### config.mk
export PLATFORM = sky130hd
export DESIGN_NAME = mux_scan_reg
export DESIGN_NICKNAME = d
export VERILOG_FILES = /design/src/rtl/mux_scan_reg.sv
export SDC_FILE = /design/constraint.sdc
export NUM_CORES = 1
export LEC_CHECK = 0
export ABC_AREA = 1
export CORE_AREA = 2 2 39 41
export DETAILED_ROUTE_END_ITERATION = 8
export DIE_AREA = 0 0 41 43
export PLACE_DENSITY = 0.63
export SKIP_LAST_GASP = 1
export SLEW_MARGIN = 20
export SYNTH_ARGS = -nofsm -noshare
export SYNTH_HDL_FRONTEND = slang
export SYNTH_SLANG_ARGS = --single-unit
### constraint.sdc
create_clock -name clk -period 1.1 [get_ports clk]
set_input_delay 0.22 -clock clk [delete_from_list [all_inputs] [get_ports clk]]
set_output_delay 0.22 -clock clk [all_outputs]
set_load 0.005 [all_outputs]
### src/rtl/mux_scan_reg.sv
`default_nettype none
// mux_scan_reg -- registered N:1 channel mux; manual select or dwell-timed round-robin scan.
// Rev 1.0
module mux_scan_reg #(
  parameter int WIDTH    = 1,
  parameter int CHANNELS = 4,
  parameter int SEL_W    = $clog2(CHANNELS),
  parameter int DWELL    = 4
) (
  input  logic                      clk,
  input  logic                      reset,
  input  logic [CHANNELS*WIDTH-1:0] X,
  input  logic [SEL_W-1:0]          C,
  input  logic                      mode,
  input  logic                      hold,
  output logic [WIDTH-1:0]          Y,
  output logic [SEL_W-1:0]          cur_sel,
  output logic                      valid,
  output logic                      wrap
);

  localparam int               DW_W       = (DWELL > 1) ? $clog2(DWELL) : 1;
  localparam logic [SEL_W-1:0] LAST_CH    = SEL_W'(CHANNELS - 1);
  localparam logic [SEL_W:0]   NUM_CH     = (SEL_W + 1)'(CHANNELS);
  localparam logic [DW_W-1:0]  LAST_DWELL = DW_W'(DWELL - 1);

  typedef enum logic {
    MANUAL = 1'b0,
    SCAN   = 1'b1
  } state_t;

  state_t           state;
  state_t           state_next;
  logic [DW_W-1:0]  dwell_cnt;
  logic [DW_W-1:0]  dwell_next;
  logic [SEL_W-1:0] sel_next;
  logic             valid_next;
  logic             wrap_next;
  logic             zero_out;
  logic [WIDTH-1:0] chan [CHANNELS];

  for (genvar k = 0; k < CHANNELS; k++) begin : g_chan
    assign chan[k] = X[k*WIDTH +: WIDTH];
  end

  always_comb begin
    state_next = mode ? SCAN : MANUAL;
    sel_next   = cur_sel;
    dwell_next = dwell_cnt;
    valid_next = 1'b1;
    wrap_next  = 1'b0;
    zero_out   = 1'b0;
    if (!mode) begin
      // Leaving SCAN lands here too, so a pending wrap is dropped on the same edge.
      dwell_next = '0;
      if ({1'b0, C} >= NUM_CH) begin
        zero_out   = 1'b1;
        valid_next = 1'b0;
      end else begin
        sel_next = C;
      end
    end else if (state == MANUAL) begin
      sel_next   = '0;
      dwell_next = '0;
    end else if (!hold) begin
      if (dwell_cnt == LAST_DWELL) begin
        dwell_next = '0;
        if (cur_sel == LAST_CH) begin
          sel_next  = '0;
          wrap_next = 1'b1;
        end else begin
          sel_next = cur_sel + SEL_W'(1);
        end
      end else begin
        dwell_next = dwell_cnt + DW_W'(1);
      end
    end
  end

  always_ff @(posedge clk) begin
    if (reset) begin
      state     <= MANUAL;
      dwell_cnt <= '0;
      cur_sel   <= '0;
      Y         <= '0;
      valid     <= 1'b0;
      wrap      <= 1'b0;
    end else begin
      state     <= state_next;
      dwell_cnt <= dwell_next;
      cur_sel   <= sel_next;
      Y         <= zero_out ? '0 : chan[sel_next];
      valid     <= valid_next;
      wrap      <= wrap_next;
    end
  end

endmodule
`default_nettype wire

==> results.py <==
metrics = {
    "worst_setup_path": {
        "crit_chain": "ha_4 -> inv_2 -> nor2_2 -> nand2_1 -> nand3_2 -> nand3b_1 -> nand3_1 -> nand2_1",
        "crit_path_frequent_cell": "nand2_1",
        "endpoint_kind": "flop",
        "criticalPathCategory": "flop to flop",
        "cp-start-kind": "flop",
        "critPathArrivalTime_ns": 1.31,
        "cp_max_fo": 4,
        "max_stage_delay_ns": 0.35,
        "crit_path_top_delay_cell": "dfxtp_2",
        "path_delay_family": "simple AND/OR/NAND/NOR gates",
        "crit_required_ns": 1.24,
        "crit_buf_inv": 1,
    },
    "placed_design": {
        "dp_slack_ns": -0.2861,
        "hpwl_um": 639.8,
        "place.gp.congestion": 0.7489,
        "portBuffers": 14,
    },
    "route": {
        "wl_um": 910,
        "postRouteAntennaNets": 0,
        "wl_per_cell_um": 9.100,
        "remaining_drc_errors": 0,
        "vias": 436,
        "drt_iter0_drc": 4,
        "dr.pass1.iters": 2,
        "vias_per_cell": 4.360,
    },
    "global_route": {
        "grt_first_pass_wirelength_um": 1552,
        "grt_overflow": 0,
        "antenna_found_initial": 0,
        "grt_usage": 0.1338,
        "grt_pass1_vias": 408,
        "grt_max_degree": 6,
    },
    "floorplan": {
        "num_io_pins": 15,
        "start_util": 0.2893,
        "dieArea_mm2": 0.001763,
        "die_h_um": 43,
        "core_mm2": 0.001384,
        "num_rows": 14,
        "chipWidth_um": 41,
    },
    "timing": {
        "period_share": 1.067,
        "finalWorstSetupSlack_ns": -0.07342,
        "tns_ns": -0.07887,
        "period_minus_slack_ns": 1.173,
        "slew_headroom": 0.8847,
        "rsz0062_at_grt": "yes",
        "skew_ns": 0.007058,
        "finalHoldViolCount": 0,
        "slew_violations": 0,
        "tightest_slew_ns": 0.1719,
        "finalSetupViolCount": 2,
        "hold_ws_ns": 0.3602,
        "fmax_mhz": 852.2,
    },
    "yosys": {
        "syn_inst": 57,
        "netlist_area_um2": 400.4,
        "syn_nets": 69,
        "synth-warning-count": 0,
        "synth_cell_types": 15,
        "avgSynthCellArea_um2": 7.024,
        "synth-seq-cells": 8,
        "ys_seq_area_frac": 0.4000,
    },
    "layout": {
        "final_cell_mix": "nand2_1 (14), inv_1 (10), buf_4 (10)",
        "final_common_cell": "nand2_1",
        "area_growth_pct": 75.31,
        "nets": 98,
        "drive_above_1_share": 0.3810,
        "diodes": 0,
    },
    "flow_run": {
        "cap_viol_max_count": 0,
    },
    "power": {
        "vdd_ir_drop_max_v": 0.0003378,
        "p_leak_nw": 0.3600,
        "p_per_area_mw_per_mm2": 903.2,
    },
    "clock_network": {
        "path_clk_slew_ns": 0.06,
        "cts_buffers": 3,
        "cts_hold_buf": 0,
        "numClockSinks": 8,
        "clk_path_buf_depth": 2,
        "cts.htree.levels": 1,
        "cts_tree": "yes",
        "clk_latency_ns": 0.25,
        "clockRootBuffer": "clkbuf_4",
    },
    "run_status": {
        "status": "finished, violations left",
        "violations": "setup timing",
    },
    "hold_path": {
        "hp-class": "input pin to flop",
    },
}
[worst register-to-register path: cells and delay by family (launching register included)]
kind                       cells  cell delay (ns)
and+or+nand+nor                6             0.51
adders and majority gates      1             0.16
DFF                            1             0.35
buffers and inverters          1             0.04
[logic make-up after synthesis]
group                      after synthesis  synth area share
AOI/OAI and AO/OA                        4           0.06561
and+or+nand+nor                         29            0.3406
buffers and inverters                   14            0.1312
adders and majority gates                2           0.06249
DFF                                      8            0.4000
[worst paths after layout]
kind	to	cells after the start	slack [ns]	startpoint
setup / recovery	Y	8	-0.07	dwell_cnt[0]
setup reg to reg	Y	8	-0.07	dwell_cnt[0]
hold reg to reg	dwell_cnt[1]	4	0.56	dwell_cnt[1]
hold / removal	dwell_cnt[1]	5	0.36	hold
[cell usage after synthesis]
cell type	instances	area (um^2)
nand2_2	2	12.51
nand2_1	15	56.30
nand3_2	2	20.02
inv_2	1	3.750
o21ai_0	1	5.000
ha_1	2	25.02
a211oi_1	1	7.510
a21oi_2	1	8.760
a21oi_1	1	5.000
nor3_1	1	5.000
dfxtp_1	8	160.2
nor2_1	4	15.01
nand3_1	4	20.02
inv_1	13	48.80
nand3b_1	1	7.510
[final cells by class]
type                    count  area [um^2]
fillers                   147        681.9
multi-input cells          35        227.7
repair buffers             24        211.5
flip-flops and latches      8        167.7
inverters                  14        52.55
clock buffers               3        22.52
well taps                  16        20.02
[state kept, by name, summed over array words and instances, names as in the netlist]
| name | flops |
|---|---|
| Y | 1 |
| state | 1 |
| wrap | 1 |
| valid | 1 |
| cur_sel | 2 |
| dwell_cnt | 2 |
[metrics by stage]
step,instance area (um^2),utilization,power [W],instances
6_report,701.9,0.5072,0.0006340,100
5_1_grt,701.9,0.5072,0.0006749,100
4_1_cts,679.4,0.4910,0.0006375,99
3_5_place_dp,613.1,0.4430,0.0004180,94
3_3_place_gp,613.1,0.4430,0.0004168,94
2_1_floorplan,400.4,-,0.0003491,57
[report_power, final]
part           leakage, nW  switching, W  internal, W  total (W)
clock network       0.0138     0.0000925     0.000124   0.000217
registers           0.0678    0.00000622     0.000301   0.000307
logic                0.278     0.0000445    0.0000657   0.000110
total                0.360      0.000143     0.000491   0.000634
[layer usage]
metal / share of wire / track usage
met1: 0.42 / 0.1489
met2: 0.51 / 0.2063
met3: 0.041 / 0.03141
met4: 0.031 / 0.1000
met5: 0 / 0
[what timing repair did]
| action | CTS | global route |
|---|---|---|
| pin swaps | 5 | 11 |
| buffers inserted | 2 | 1 |
| resized for setup | 13 | 8 |
| setup endpoints to repair | 6 | 3 |
(Power assumes the default switching activity.)
